--- src/rtl/chebyshev_pkg.sv ---
// rtl/chebyshev_pkg.sv - shared widths and defaults for the Chebyshev approximation blocks
package chebyshev_pkg;

  localparam int WL            = 16;
  localparam int CL            = 4;
  localparam int COMP_WIDENING = 4;
  localparam int COMP_OUT      = 2 * WL + CL + COMP_WIDENING;

  localparam int O_BITS        = 16;
  localparam int FRAC_SHIFT    = 24;

  localparam int DEPTH         = 4;
  localparam int AW            = 2;

endpackage

--- src/rtl/chebyshev_round_sat.sv ---
// rtl/chebyshev_round_sat.sv - round half toward +inf, then saturate to O_BITS signed
module chebyshev_round_sat #(
  parameter int CW         = 40,
  parameter int FRAC_SHIFT = 24,
  parameter int O_BITS     = 16
) (
  input  logic [CW-1:0]     value_in,
  output logic [O_BITS-1:0] value_out,
  output logic              clip
);

  localparam logic [CW:0] HALF = {{CW{1'b0}}, 1'b1} << (FRAC_SHIFT - 1);

  logic signed [CW:0] biased;
  logic signed [CW:0] shifted;
  logic               ovf_pos;
  logic               ovf_neg;

  // One guard bit above CW keeps the rounding bias from wrapping.
  assign biased  = $signed({value_in[CW-1], value_in}) + $signed(HALF);
  assign shifted = biased >>> FRAC_SHIFT;

  // In range only when every bit from the output sign upward matches the sign.
  assign ovf_pos = !shifted[CW] && (|shifted[CW-1:O_BITS-1]);
  assign ovf_neg =  shifted[CW] && !(&shifted[CW-1:O_BITS-1]);
  assign clip    = ovf_pos || ovf_neg;

  always_comb begin
    value_out = shifted[O_BITS-1:0];
    if (ovf_pos) value_out = {1'b0, {(O_BITS-1){1'b1}}};
    else if (ovf_neg) value_out = {1'b1, {(O_BITS-1){1'b0}}};
  end

endmodule

--- src/rtl/chebyshev_output_stage.sv ---
// rtl/chebyshev_output_stage.sv - round/saturate register stage feeding a small result FIFO
module chebyshev_output_stage
  import chebyshev_pkg::*;
#(
  parameter int CW         = COMP_OUT,
  parameter int FRAC_SHIFT = chebyshev_pkg::FRAC_SHIFT,
  parameter int O_BITS     = chebyshev_pkg::O_BITS,
  parameter int DEPTH      = chebyshev_pkg::DEPTH,
  parameter int AW         = chebyshev_pkg::AW
) (
  input  logic              clock,
  input  logic              resetn,
  input  logic [CW-1:0]     data_in,
  input  logic              sink_valid,
  output logic              sink_ready,
  output logic [O_BITS-1:0] data_out,
  output logic              source_valid,
  input  logic              source_ready,
  output logic              sat_event,
  output logic [15:0]       sat_count
);

  localparam logic [AW:0]   FULL_CNT = (AW + 1)'(DEPTH);
  localparam logic [AW+1:0] OCC_LIM  = (AW + 2)'(DEPTH);

  logic [O_BITS-1:0] rs_out;
  logic              rs_clip;

  logic [O_BITS-1:0] stage_reg;
  logic              stage_clip;
  logic              stage_vld;

  logic [O_BITS-1:0] mem [DEPTH];
  logic [AW-1:0]     wr_ptr;
  logic [AW-1:0]     rd_ptr;
  logic [AW:0]       count;

  logic              accept;
  logic              wr_en;
  logic              rd_en;
  logic [AW+1:0]     occ;

  chebyshev_round_sat #(
    .CW         (CW),
    .FRAC_SHIFT (FRAC_SHIFT),
    .O_BITS     (O_BITS)
  ) u_round_sat (
    .value_in  (data_in),
    .value_out (rs_out),
    .clip      (rs_clip)
  );

  // Occupancy counts the in-flight stage entry so the FIFO always has room for it.
  assign occ          = {1'b0, count} + (AW + 2)'(stage_vld);
  assign sink_ready   = occ < OCC_LIM;
  assign accept       = sink_valid && sink_ready;
  assign wr_en        = stage_vld;
  assign source_valid = count != '0;
  assign rd_en        = source_valid && source_ready;
  assign data_out     = mem[rd_ptr];
  assign sat_event    = stage_vld && stage_clip;

  always_ff @(posedge clock or negedge resetn) begin
    if (!resetn) begin
      stage_vld  <= 1'b0;
      stage_reg  <= '0;
      stage_clip <= 1'b0;
    end else begin
      stage_vld <= accept;
      if (accept) begin
        stage_reg  <= rs_out;
        stage_clip <= rs_clip;
      end
    end
  end

  always_ff @(posedge clock or negedge resetn) begin
    if (!resetn) begin
      for (int i = 0; i < DEPTH; i++) mem[i] <= '0;
      wr_ptr <= '0;
      rd_ptr <= '0;
      count  <= '0;
    end else begin
      if (wr_en) begin
        mem[wr_ptr] <= stage_reg;
        wr_ptr      <= wr_ptr + AW'(1);
      end
      if (rd_en) rd_ptr <= rd_ptr + AW'(1);
      case ({wr_en, rd_en})
        2'b10:   count <= count + (AW + 1)'(1);
        2'b01:   count <= count - (AW + 1)'(1);
        default: count <= count;
      endcase
    end
  end

  always_ff @(posedge clock or negedge resetn) begin
    if (!resetn) begin
      sat_count <= '0;
    end else if (sat_event && (sat_count != 16'hFFFF)) begin
      sat_count <= sat_count + 16'd1;
    end
  end

  a_no_overflow: assert property (@(posedge clock) disable iff (!resetn)
    !(wr_en && (count == FULL_CNT)));
  a_no_underflow: assert property (@(posedge clock) disable iff (!resetn)
    !(rd_en && (count == '0)));

endmodule

--- config.mk ---
export PLATFORM = sky130hd
export DESIGN_NAME = chebyshev_output_stage
export DESIGN_NICKNAME = d
export VERILOG_FILES = /design/src/rtl/chebyshev_pkg.sv /design/src/rtl/chebyshev_round_sat.sv /design/src/rtl/chebyshev_output_stage.sv
export SDC_FILE = /design/constraint.sdc
export NUM_CORES = 1
export LEC_CHECK = 0
export CAP_MARGIN = 20
export CORE_MARGIN = 4
export CORE_UTILIZATION = 55
export DETAILED_ROUTE_END_ITERATION = 7
export GPL_ROUTABILITY_DRIVEN = 1
export PLACE_DENSITY = 0.85
export SLEW_MARGIN = 0
export SYNTH_ARGS = -nofsm -noshare
export SYNTH_HDL_FRONTEND = slang
export SYNTH_SLANG_ARGS = --single-unit
--- constraint.sdc ---
create_clock -name clock -period 4.2 [get_ports clock]
set_input_delay 1.26 -clock clock [delete_from_list [all_inputs] [get_ports clock]]
set_output_delay 1.26 -clock clock [all_outputs]
set_load 0.1 [all_outputs]
==> flow_summary.toml, run 1 <==
[status]
run_status = "completed"

[detailed_routing]
drt_wl_total_um = 9940
drt_drc_violations_left = 0
postRouteAntennaNets = 0
post_drt_wl_per_cell_um = 17.9
first_iter_violations = 173
drt_pre_antenna_iters = 4
detail_route.vias_per_cell = 5.83
dr_total_vias = 3232

[sta]
relSlewSlack_pct = 33.8
max_slew.worst_pin.slew_ns = 0.991
finalCritPeriodShare_pct = 88.5
rsz0062_at_grt = "no"
min_period_ns = 3.72
post-route-worst-setup-slack_ns = 0.481
number_of_slew_limit_violations_in_the_final_report = 0
fmax_mhz = 269
setup-violations-final = 0
skew_ns = 0.0141
fin_tns_setup_ns = 0
final_number_of_hold_violating_endpoints = 0

[yosys]
netlist.top_cell.by_area = "sky130_fd_sc_hd__dfrtp_1"
register_bit_total_from_synthesis = 105
synth.lib_cells_used.distinct = 38
proportion_of_synthesized_chip_area_in_sequential_cells_pct = 52.8
mappedNetlistNets = 438
synth.yosys.warnings = 0
synthTopCellsByCount = "105 x sky130_fd_sc_hd__dfrtp_1, 65 x sky130_fd_sc_hd__mux2_2, 22 x sky130_fd_sc_hd__nand2_1"
synth_flop_cell = "sky130_fd_sc_hd__dfrtp_1"
synth_enable_flop_cells = 0
yosys.cell_count.top_type = "sky130_fd_sc_hd__dfrtp_1"
syn_area_mm2 = 0.00497
synth.top_cell.area_share_pct = 52.8
synthCells = 384
synth.area.top_cells = "sky130_fd_sc_hd__dfrtp_1 53%, sky130_fd_sc_hd__mux2_2 15%, sky130_fd_sc_hd__mux4_2 7.2%"
share_of_async_settable_or_async_resettable_flops_after_synthesis_pct = 100
avg_cell_area_syn_um2 = 13.0

[placement]
port_buffers = 55
place.detailed.hpwl_um = 6790
place_area_mm2 = 0.00558
minimum_setup_slack_after_placement_ns = 0.112
dpl.cell_count = 537
gp_congestion = 0.816

[final_layout]
layout.cell_area.non_filler_mm2 = 0.00578
fillCellCount = 622
layout.nets = 495
final-instance-count-excl-fill = 554
largest_register_ffs = 64
post_route_cells_drive_above_1_share_pct = 28.9
n_antenna_cell = 0
area_delta_synth_final_pct = 16.3

[clock_tree]
clock_tree.buffer_depth = 2
clkSlewWorstSetupHoldPaths_ns = 0.10
clock_root_buffer = "sky130_fd_sc_hd__clkbuf_8"
cts_htree_levels = 3
worst_skew_pair.late_latency_ns = 0.36
cts_stage_hold_buffer_count = 0
number_of_buffers_inserted_to_repair_setup_after_cts = 0
cts_sinks = 105
cts_resized = 0
cts-buffers-inserted = 9
cts_tree = "built"

[grt]
global_route_congestion_overflow_total = 0
groute.usage.overall_pct = 20.4
first_global_vias = 3286
antenna_found_initial = 0
global_route_wire_length_before_repair_um = 16600
maximum_number_of_pins_on_one_net_before_global_route_repair = 106

[worst_setup_path]
timing.critical_path.from_type = "input pin"
crit_path_max_fanout = 11
slowest_stage = "sky130_fd_sc_hd__clkdlybuf4s50_1"
crit-reg2reg-launch = "stage_vld"
data_arrival_at_the_endpoint_of_the_critical_path_ns = 3.96
critical-path-top-delay-family = "simple AND/OR/NAND/NOR gates"
worstPathRequired_ns = 4.45
timing.critical_path.slowest_cell_delay_ns = 0.58
cp_num_cells = 10
critical_path.n_buffers_inverters = 2
critical_path.cell_chain = "clkdlybuf4s50_1, nand4_1, or2_2, nor4_2, xor2_1, ha_1, inv_1, nand3_1, nor3_1, nor3_1"
worst-setup-path-type = "input pin to flop"
rr_worst_depth = 5
crit_path_end_kind = "flop"
crit_end = "stage_reg[14]"
timing.rr.end = "stage_reg[9]"
crit_path_frequent_cell = "sky130_fd_sc_hd__nor3_1"
reg2reg_setup_slack_ns = 2.05
critPathLaunch = "data_in[35]"

[floorplanning]
die_height_um = 103
io_pins = 79
die_area_mm2 = 0.0106
placeableCoreArea_mm2 = 0.00876
start_util_pct = 56.8
core.rowCount = 34
dieWidth_um = 103

[run]
maxCapViolations = 0

[hold_path]
timing.hold.worst.class = "flop to flop"
-- worst min-delay path by stage --
stage               startpoint         to  slack (ns)  depth (start not counted)
floorplan             count[2]   count[2]        0.46                          1
global placement     rd_ptr[0]  rd_ptr[0]        0.48                          1
detailed placement    count[2]   count[2]        0.48                          1
CTS                   count[2]   count[2]        0.50                          1
global route          count[2]   count[2]        0.52                          1
finish                count[2]   count[2]        0.49                          1
-- cell families after synthesis --
family                     synth area share, %
buffers and inverters                     2.77
and+or+nand+nor                           10.0
muxes                                     22.3
xor gates and xnor gates                  4.58
adders and majority gates                 2.67
AOI/OAI and AO/OA                         4.88
DFF                                       52.8
-- cell type report --
cell class	instances	area (um^2)	area share [%]
clock inverter	6	66.3	1.15
timing repair buffer	60	553	9.57
tap	108	135	2.34
clock buffer	10	128	2.21
multi-input combinational	248	2210	38.2
sequential	105	2630	45.4
inverter	17	63.8	1.10
-- placed cells by master, fill, tap and decap left out, types with 3 or more instances in the layout --
cell	netlist	final
sky130_fd_sc_hd__ha_1	9	9
sky130_fd_sc_hd__inv_1	16	16
sky130_fd_sc_hd__buf_4	0	23
sky130_fd_sc_hd__clkinvlp_4	0	3
sky130_fd_sc_hd__clkdlybuf4s50_1	0	36
sky130_fd_sc_hd__nor4_1	7	7
sky130_fd_sc_hd__xnor2_1	12	12
sky130_fd_sc_hd__o31ai_1	3	3
sky130_fd_sc_hd__xor2_1	14	14
sky130_fd_sc_hd__o22a_1	3	3
sky130_fd_sc_hd__a21oi_1	9	9
sky130_fd_sc_hd__nand2_1	22	22
sky130_fd_sc_hd__o21ai_0	13	13
sky130_fd_sc_hd__dfrtp_1	105	105
sky130_fd_sc_hd__nor3_1	14	14
sky130_fd_sc_hd__and4_1	3	3
sky130_fd_sc_hd__nand4_1	7	7
sky130_fd_sc_hd__clkbuf_8	0	9
sky130_fd_sc_hd__nand3_1	13	13
sky130_fd_sc_hd__nor2_1	14	14
sky130_fd_sc_hd__or4_1	3	3
sky130_fd_sc_hd__mux2_2	65	65
sky130_fd_sc_hd__mux4_2	16	16
-- metal layers --
| layer | up-vias | track usage (%) | wire length, um |
|---|---|---|---|
| met2 | 61 | 33.5 | 5100 |
| li1 | 1512 | - | - |
| met5 | - | 0 | 0 |
| met4 | 0 | 4.68 | 110 |
| met3 | 9 | 4.80 | 450 |
| met1 | 1650 | 27.9 | 4280 |
-- metrics by stage --
step                utilization [%]  hold WS [ns]
floorplan                         -         0.455
global placement               63.7         0.476
finish                         66.0         0.492
detailed placement             63.7         0.479
global route                   66.0         0.517
CTS                            65.9         0.495
Power of run 1 is not shown: default switching activity piles up to over one toggle a cycle in this logic, so the estimate is an artifact.
==> run 2, diff against run 1 <==
--- a/config.mk
+++ b/config.mk
@@ -7,10 +7,11 @@
 export LEC_CHECK = 0
 export CAP_MARGIN = 20
 export CORE_MARGIN = 4
-export CORE_UTILIZATION = 55
+export CORE_UTILIZATION = 54
 export DETAILED_ROUTE_END_ITERATION = 7
 export GPL_ROUTABILITY_DRIVEN = 1
-export PLACE_DENSITY = 0.85
+export HOLD_SLACK_MARGIN = 0.08
+export PLACE_DENSITY = 0.83
 export SLEW_MARGIN = 0
 export SYNTH_ARGS = -nofsm -noshare
 export SYNTH_HDL_FRONTEND = slang
==> constraint.sdc (replaced) <==
create_clock -name clock -period 3.67 [get_ports clock]
set_input_delay 1.101 -clock clock [delete_from_list [all_inputs] [get_ports clock]]
set_output_delay 1.101 -clock clock [all_outputs]
set_load 0.1 [all_outputs]
==> run 2 against run 1 <==
Effect of this change:
- non-clock buffer count up 8
- first-iteration DRC count down 25%
- worst setup slack worse by 0.13 ns
- flip-flop and latch count unchanged
- die area up 1.7%
- register-to-register slack worse by 0.55 ns
- global-route usage down 0.84 points
- hold slack better by 0.015 ns
- clock skew up 0.0034 ns
- final area up 0.58%
- via count up 0.40%
- critical path type unchanged
- critical endpoint is now stage_reg[11]
- largest cell class unchanged
==> flow_summary.toml, run 2 (synthesis results as in run 1) <==
[placement]
minimum_setup_slack_after_placement_ns = 0.0184
gp_congestion = 0.816
port_buffers = 55
place.detailed.hpwl_um = 7150

[detailed_routing]
postRouteAntennaNets = 0
post_drt_wl_per_cell_um = 18.0
drt_drc_violations_left = 0
first_iter_violations = 129
detail_route.vias_per_cell = 5.77
drt_wl_total_um = 10100
drt_pre_antenna_iters = 4
dr_total_vias = 3245

[final_layout]
final_core_util_pct = 65.7
fillCellCount = 651
multi_input_area_mm2 = 0.00221
leading_cell_type_in_the_layout_fill_and_taps_excluded = "sky130_fd_sc_hd__dfrtp_1"
layout.nets = 503
n_antenna_cell = 0
highest_count_cells_in_the_layout_ignoring_fill_and_taps = "105 x sky130_fd_sc_hd__dfrtp_1, 65 x sky130_fd_sc_hd__mux2_2, 47 x sky130_fd_sc_hd__buf_4"
area_delta_synth_final_pct = 16.9
largest_register_ffs = 64
post_route_cells_drive_above_1_share_pct = 34.1
regArea_mm2 = 0.00263

[hold_path]
worst_hold_path.num_cells = 1
min_from = "sat_count[7]"
timing.hold.worst_endpoint = "sat_count[7]"
timing.hold.worst.class = "flop to flop"

[floorplanning]
die_height_um = 104
placeableCoreArea_mm2 = 0.00885
core.rowCount = 34
die_area_mm2 = 0.0108
dieWidth_um = 104
io_pins = 79
start_util_pct = 56.2

[sta]
max_slew.worst_pin.slew_ns = 0.883
finalCritPeriodShare_pct = 90.5
post-route-worst-setup-slack_ns = 0.347
skew_ns = 0.0175
final_number_of_hold_violating_endpoints = 0
rsz0062_at_grt = "no"
number_of_slew_limit_violations_in_the_final_report = 0
relSlewSlack_pct = 41.0
fin_tns_setup_ns = 0
setup-violations-final = 0
fmax_mhz = 301
min_period_ns = 3.32

[grt]
first_global_vias = 3475
global_route_wire_length_before_repair_um = 17100
maximum_number_of_pins_on_one_net_before_global_route_repair = 55
global_route_congestion_overflow_total = 0
antenna_found_initial = 0
groute.usage.overall_pct = 19.6

[worst_setup_path]
slowest_stage = "sky130_fd_sc_hd__clkdlybuf4s50_1"
critical_path.cell_chain = "clkdlybuf4s50_1, nand4_1, or2_2, nor4_2, xor2_1, ha_1, inv_1, nand3_1, buf_4, nor3_1, nor3_1"
crit_path_max_fanout = 11
timing.rr.end = "stage_reg[11]"
timing.critical_path.from_type = "input pin"
crit_path_frequent_cell = "sky130_fd_sc_hd__nor3_1"
crit-reg2reg-launch = "stage_vld"
timing.critical_path.slowest_cell_delay_ns = 0.54
worstPathRequired_ns = 3.95
worst-setup-path-type = "input pin to flop"
data_arrival_at_the_endpoint_of_the_critical_path_ns = 3.61
rr_worst_depth = 5
crit_path_end_kind = "flop"
reg2reg_setup_slack_ns = 1.50

[clock_tree]
cts-buffers-inserted = 9
clkSlewWorstSetupHoldPaths_ns = 0.11
cts_sinks = 105
cts_tree = "built"
cts_htree_levels = 3
cts_resized = 0
worst_skew_pair.late_latency_ns = 0.37
number_of_buffers_inserted_to_repair_setup_after_cts = 0
clock_root_buffer = "sky130_fd_sc_hd__clkbuf_8"
cts_stage_hold_buffer_count = 0
clock_tree.buffer_depth = 2

[status]
run_status = "completed"

[run]
maxCapViolations = 0
## run 2: changes by cell type in the layout (fill, tap and decap cells not counted), moves of 2 or more
cell and delta:
sky130_fd_sc_hd__clkinvlp_4 -2, sky130_fd_sc_hd__clkdlybuf4s50_1 -17, sky130_fd_sc_hd__inv_6 +2, sky130_fd_sc_hd__buf_4 +24
## run 2: worst max path at each step
| stage | to | start | slack, ns | cells after the start |
|---|---|---|---|---|
| final | stage_reg[11] | data_in[36] | 0.35 | 11 |
| after global routing | stage_reg[14] | data_in[36] | 0.14 | 11 |
| after CTS | stage_reg[11] | data_in[36] | 0.40 | 11 |
| after detailed placement | stage_reg[13] | data_in[36] | 0.02 | 11 |
| after global placement | stage_reg[11] | data_in[36] | 0.07 | 11 |
| after floorplan | sink_ready | count[0] | 0.35 | 1 |
## run 2: metrics by stage
stage | hold slack (ns) | cell area [um^2] | std cells
6_report | 0.506 | 5820 | 562
5_1_grt | 0.520 | 5820 | 562
4_1_cts | 0.503 | 5810 | 561
3_5_place_dp | 0.485 | 5600 | 545
3_3_place_gp | 0.475 | 5600 | 545
2_1_floorplan | 0.455 | 4970 | 384
## run 2: final cells by class
class	count	share of cell area, %
multi-input cells	248	38.0
well taps	108	2.32
inverters	17	1.10
clock buffers	10	2.37
clock inverters	6	1.25
repair buffers	68	9.81
flip-flops and latches	105	45.2
## run 2: critical path, delay by kind of cell
kind,cells,cell delay (ns)
xor gates and xnor gates,1,0.20
and+or+nand+nor,6,1.15
buffers and inverters,3,0.86
adders and majority gates,1,0.29
## run 2: per-layer routing
layer	GRT usage [%]	routed length (um)	vias to the layer above
li1	-	-	1528
met1	25.3	4410	1632
met2	33.8	5140	72
met3	4.28	421	13
met4	4.94	126	0
met5	0	0	-
Power of run 2 is left out for the same reason.
